--- src/rtl/muldiv_unit.sv ---
// Iterative MULT/MULTU/DIV/DIVU unit owning HI/LO, plus single-cycle MTHI/MTLO.
// Optional op 111 = MADD (accumulate signed product into HI:LO) when MULDIV_MADD_EN is defined.
module muldiv_unit #(
  parameter int MUL_CYCLES = 2,
  parameter int DIV_CYCLES = 32
) (
  input  logic        clk,
  input  logic        rst_n,
  input  logic        EX_valid,
  input  logic [2:0]  EX_MulDivOp,
  input  logic [31:0] EX_Operand_A,
  input  logic [31:0] EX_Operand_B,
  input  logic        EX_Flush,
  output logic        MulDiv_Stall,
  output logic [31:0] HI,
  output logic [31:0] LO,
  output logic        MulDiv_Done
);
  // state | meaning
  // IDLE  | waiting; accepts mul/div start and MTHI/MTLO writes
  // MUL   | product settling for MUL_CYCLES cycles
  // DIV   | one restoring-division step per cycle
  // DONE  | HI/LO just written; Done pulse, back to IDLE
  typedef enum logic [1:0] {IDLE, MUL, DIV, DONE} state_t;

  localparam logic [2:0] OP_MULT  = 3'b001;
  localparam logic [2:0] OP_MULTU = 3'b010;
  localparam logic [2:0] OP_DIV   = 3'b011;
  localparam logic [2:0] OP_DIVU  = 3'b100;
  localparam logic [2:0] OP_MTHI  = 3'b101;
  localparam logic [2:0] OP_MTLO  = 3'b110;
`ifdef MULDIV_MADD_EN
  localparam logic [2:0] OP_MADD  = 3'b111;
`endif
  localparam logic [5:0] MUL_LAST = 6'(MUL_CYCLES - 1);
  localparam logic [5:0] DIV_LAST = 6'(DIV_CYCLES - 1);

  state_t      state_q, state_d;
  logic [5:0]  cnt_q, cnt_d;
  logic [31:0] a_q, a_d, b_q, b_d, rem_q, rem_d, hi_q, hi_d, lo_q, lo_d;
  logic        sgn_q, sgn_d, neg_quo_q, neg_quo_d, neg_rem_q, neg_rem_d;
`ifdef MULDIV_MADD_EN
  logic        madd_q, madd_d;
  logic [63:0] acc;
`endif

  logic        live, is_mul, is_div, start, div_signed;
  logic [63:0] mul_a, mul_b, prod;
  logic [32:0] rem_sh, trial;
  logic [31:0] quo_step, rem_step, quo_fix, rem_fix;

  // rst_n gating keeps the stall low while reset is held with a live EX instruction
  assign live = rst_n & EX_valid & ~EX_Flush & (state_q == IDLE);

  always_comb begin
    is_mul = (EX_MulDivOp == OP_MULT) | (EX_MulDivOp == OP_MULTU);
`ifdef MULDIV_MADD_EN
    is_mul = is_mul | (EX_MulDivOp == OP_MADD);
`endif
    is_div = (EX_MulDivOp == OP_DIV) | (EX_MulDivOp == OP_DIVU);
  end

  assign start      = live & (is_mul | is_div);
  assign div_signed = (EX_MulDivOp == OP_DIV);

  assign mul_a = {{32{sgn_q & a_q[31]}}, a_q};
  assign mul_b = {{32{sgn_q & b_q[31]}}, b_q};
  assign prod  = mul_a * mul_b;
`ifdef MULDIV_MADD_EN
  assign acc   = {hi_q, lo_q} + prod;
`endif

  // a_q doubles as the dividend/quotient shift register during DIV
  assign rem_sh   = {rem_q, a_q[31]};
  assign trial    = rem_sh - {1'b0, b_q};
  assign quo_step = {a_q[30:0], ~trial[32]};
  assign rem_step = trial[32] ? rem_sh[31:0] : trial[31:0];
  assign quo_fix  = neg_quo_q ? -quo_step : quo_step;
  assign rem_fix  = neg_rem_q ? -rem_step : rem_step;

  always_comb begin
    state_d   = state_q;
    cnt_d     = cnt_q;
    a_d       = a_q;
    b_d       = b_q;
    rem_d     = rem_q;
    hi_d      = hi_q;
    lo_d      = lo_q;
    sgn_d     = sgn_q;
    neg_quo_d = neg_quo_q;
    neg_rem_d = neg_rem_q;
`ifdef MULDIV_MADD_EN
    madd_d    = madd_q;
`endif
    unique case (state_q)
      IDLE: begin
        if (start && is_mul) begin
          a_d     = EX_Operand_A;
          b_d     = EX_Operand_B;
          sgn_d   = (EX_MulDivOp != OP_MULTU);
          cnt_d   = '0;
          state_d = MUL;
`ifdef MULDIV_MADD_EN
          madd_d  = (EX_MulDivOp == OP_MADD);
`endif
        end else if (start && (EX_Operand_B == '0)) begin
          hi_d    = EX_Operand_A;
          lo_d    = '1;
          state_d = DONE;
        end else if (start) begin
          a_d       = (div_signed & EX_Operand_A[31]) ? -EX_Operand_A : EX_Operand_A;
          b_d       = (div_signed & EX_Operand_B[31]) ? -EX_Operand_B : EX_Operand_B;
          rem_d     = '0;
          neg_quo_d = div_signed & (EX_Operand_A[31] ^ EX_Operand_B[31]);
          neg_rem_d = div_signed & EX_Operand_A[31];
          cnt_d     = '0;
          state_d   = DIV;
        end else if (live && (EX_MulDivOp == OP_MTHI)) begin
          hi_d = EX_Operand_A;
        end else if (live && (EX_MulDivOp == OP_MTLO)) begin
          lo_d = EX_Operand_A;
        end
      end
      MUL: begin
        cnt_d = cnt_q + 6'd1;
        if (EX_Flush) begin
          state_d = IDLE;
        end else if (cnt_q == MUL_LAST) begin
`ifdef MULDIV_MADD_EN
          {hi_d, lo_d} = madd_q ? acc : prod;
`else
          {hi_d, lo_d} = prod;
`endif
          state_d = DONE;
        end
      end
      DIV: begin
        if (EX_Flush) begin
          state_d = IDLE;
        end else begin
          a_d   = quo_step;
          rem_d = rem_step;
          cnt_d = cnt_q + 6'd1;
          if (cnt_q == DIV_LAST) begin
            lo_d    = quo_fix;
            hi_d    = rem_fix;
            state_d = DONE;
          end
        end
      end
      DONE:    state_d = IDLE;
      default: state_d = IDLE;
    endcase
  end

  always_ff @(posedge clk or negedge rst_n) begin
    if (!rst_n) begin
      state_q   <= IDLE;
      cnt_q     <= '0;
      a_q       <= '0;
      b_q       <= '0;
      rem_q     <= '0;
      hi_q      <= '0;
      lo_q      <= '0;
      sgn_q     <= 1'b0;
      neg_quo_q <= 1'b0;
      neg_rem_q <= 1'b0;
`ifdef MULDIV_MADD_EN
      madd_q    <= 1'b0;
`endif
    end else begin
      state_q   <= state_d;
      cnt_q     <= cnt_d;
      a_q       <= a_d;
      b_q       <= b_d;
      rem_q     <= rem_d;
      hi_q      <= hi_d;
      lo_q      <= lo_d;
      sgn_q     <= sgn_d;
      neg_quo_q <= neg_quo_d;
      neg_rem_q <= neg_rem_d;
`ifdef MULDIV_MADD_EN
      madd_q    <= madd_d;
`endif
    end
  end

  assign MulDiv_Stall = start | (((state_q == MUL) | (state_q == DIV)) & ~EX_Flush);
  assign MulDiv_Done  = (state_q == DONE);
  assign HI           = hi_q;
  assign LO           = lo_q;

endmodule

--- config.mk ---
export PLATFORM = sky130hd
export DESIGN_NAME = muldiv_unit
export DESIGN_NICKNAME = d
export VERILOG_FILES = /design/src/rtl/muldiv_unit.sv
export SDC_FILE = /design/constraint.sdc
export NUM_CORES = 2
export LEC_CHECK = 0
export ABC_AREA = 1
export BUFFER_PORTS_ARGS = -buffer_cell sky130_fd_sc_hd__buf_2
export CAP_MARGIN = 20
export CORE_MARGIN = 2
export CORE_UTILIZATION = 55
export CTS_CLUSTER_SIZE = 14
export DETAILED_ROUTE_END_ITERATION = 7
export HOLD_SLACK_MARGIN = 0.06
export PLACE_DENSITY = 0.77
export SYNTH_ARGS = -nofsm -noshare
export SYNTH_HDL_FRONTEND = slang
export SYNTH_SLANG_ARGS = --single-unit
--- constraint.sdc ---
create_clock -name clk -period 8.8 [get_ports clk]
set_input_delay 1.76 -clock clk [delete_from_list [all_inputs] [get_ports clk]]
set_output_delay 1.76 -clock clk [all_outputs]
set_load 0.01 [all_outputs]
==> flow_summary.toml <==
[status]
status = "completed"

[sta]
fin_skew_ps = 19.53
hold_slack_ps = 481.6
timing.fmax_ghz = 0.1161
slew_headroom = 0.2349
setup_viol = 0
hold_viol_final = 0
slew_viol_final = 0
setup_ws_ps = 188.1
finalCritPeriodShare = 0.9786
worstMarginPinSlew_ps = 1148
period_needed_ps = 8612
rsz0062_at_grt = "false"

[worst_setup_path]
end_kind = "register"
critPathSlowestCell = "dfrtp_2"
cp_max_fo = 24
cp.required_ps = 9170
r2r-end = "HI[4]"
start_kind = "register"
r2r_cells = 30
crit_top_cell = "fa_1"
worstPathArrival_ps = 8990
r2r_start = "a_q[13]"
slowest_delay_ps = 650
critical_path_class = "reg2reg"
ff2ff_setup_slack_ps = 190

[finish]
mostFrequentLayoutCells = "nand2_1 (1870), inv_1 (1848), fa_1 (1126)"
layout_commonest_cell = "nand2_1"
nets = 8541
syn_to_final_growth_pct = 5.746
drive_gt1_frac = 0.06773
final_cells = 8383

[clock_network]
clkTransAtPathRegs_ps = 90
clkLatencyLatePin_ps = 490
htreeDepth = 4
cts_buffers = 17
clock-sinks = 171
cts_root_buf = "clkbuf_16"
tritoncts = "yes"
cts_buffer_depth = 2

[grt]
grt_pass1_vias = 47493
grt_antenna_before_repair = 8
grt_max_degree = 87
grt_overflow = 0
grtUsageTotal = 0.3639
grt_pass1_wl_mm = 276.6

[placed_design]
dpl.cell_count = 8343
io_buffers = 136
pre_cts_slack_ps = -171.2
hpwl_mm = 149.6
place_congestion = 1.036

[synth]
synth_top_flop_cell = "dfrtp_1"
synth_nets = 8572
ys_warn_count = 0
synth_edf_count = 0
synth.avg_cell_area_sq_um = 7.523
seq_area_frac_synth = 0.07988
synth_seq_cells = 171
syn_area_sq_um = 53570
synth_cells = 7120
synthAdderAreaFrac = 0.4804
synth_xor_area_frac = 0.01439
synthMuxAreaShare = 0
synth-compound-area-share = 0.06412
async_reset_ff_frac = 1.000
ys_types = 68
synth-simple-area-share = 0.2039
synth_top_family_by_area = "adder cells"

[routing]
first_pass_iters = 6
wl_per_cell_microns = 20.86
drc = 0
drtIter0Drc = 4498
wirelength_mm = 174.8
vias = 46152
ant_nets = 0
vias_per_cell = 5.505

[floorplanning]
start_util = 0.5547
ios = 137
rows = 114
die_w_microns = 316.1
fp.coreArea_sq_um = 96570
die_h_microns = 316.1
fp.dieArea_sq_um = 99910

[hold_path]
min_delay_worst_endpoint = "HI[19]"
min_path_type = "reg2reg"
holdPathStages = 2
worst_hold_startpoint = "HI[19]"

[run]
cap_violations = 0
## layout make-up
class	instances	area, sq um
multi-input combinational	4730	40890
tap	1276	1597
timing repair buffer	297	2196
clock buffer	17	425.4
inverter	1872	7030
fill	8756	39920
sequential	171	4307
antenna	5	12.51
clock inverter	15	186.4
## synthesized netlist by cell type, types with 42 or more instances
cell type,number,area share
buf_1,59,0.0041
nand3_1,206,0.019
nor2_1,384,0.027
nand2_1,1871,0.13
fa_1,1126,0.42
a21oi_1,197,0.018
xnor2_1,42,0.0069
clkbuf_1,266,0.019
o21ai_0,185,0.017
dfrtp_1,171,0.080
o22ai_1,42,0.0049
inv_1,1849,0.13
ha_1,255,0.060
xor2_1,46,0.0075
## worst max-delay path: cells and delay by family, from the launching register on
family,cells,cell delay (ps)
AOI/OAI and AO/OA,5,990
DFF,1,650
adders and majority gates,9,4460
buffers and inverters,8,870
and+or+nand+nor,8,1490
## registers in the layout, indices dropped and copies added, names as in the netlist, 2 cells and up
name and count:
a_q 32, state_q 2, b_q 32, cnt_q 6
HI 32, rem_q 32, LO 32
## cell families (layout without fill, tap and decap cells)
| family | Yosys count | count (layout) |
|---|---|---|
| AND/OR/NAND/NOR | 2668 | 2668 |
| buffers and inverters | 2219 | 2201 |
| adder cells (fa/ha/maj) | 1381 | 1381 |
| AO/OA/AOI/OAI | 593 | 593 |
| flip-flops | 171 | 171 |
| XOR/XNOR | 88 | 88 |
| other | 0 | 5 |
## how the worst max path moves through the flow
stage / slack, ps / endpoint / start / cells after the start
CTS: 9 / HI[4] / a_q[27] / 31
global route: 1 / HI[27] / a_q[31] / 31
detailed placement: -170 / HI[4] / a_q[16] / 30
global placement: -300 / HI[4] / a_q[26] / 32
floorplan: 910 / HI[31] / a_q[31] / 33
finish: 190 / HI[4] / a_q[13] / 30
## through the flow
| stage | setup TNS [ps] | area [sq um] | utilization |
|---|---|---|---|
| global route | 0 | 56640 | 0.5866 |
| finish | 0 | 56640 | 0.5866 |
| floorplan | 0 | 53570 | - |
| global placement | -345.8 | 55860 | 0.5785 |
| detailed placement | -171.2 | 55890 | 0.5787 |
| CTS | 0 | 56510 | 0.5852 |
## per-layer routing
| metal | vias up | part of all wire | track usage |
|---|---|---|---|
| li1 | 20580 | - | - |
| met3 | 422 | 0.087 | 0.05559 |
| met4 | 8 | 0.057 | 0.1741 |
| met5 | - | 0.00031 | 0 |
| met1 | 22907 | 0.39 | 0.4901 |
| met2 | 2235 | 0.46 | 0.5810 |
## what timing repair did
action | CTS | global route
buffers inserted | 0 | 0
resized for setup | 8 | 21
setup endpoints to repair | 3 | 6
hold buffers | 0 | 0
endpoints found under the hold margin | 0 | 0
Power is not shown: default switching activity piles up to over one toggle a cycle in this logic, so the estimate is an artifact.
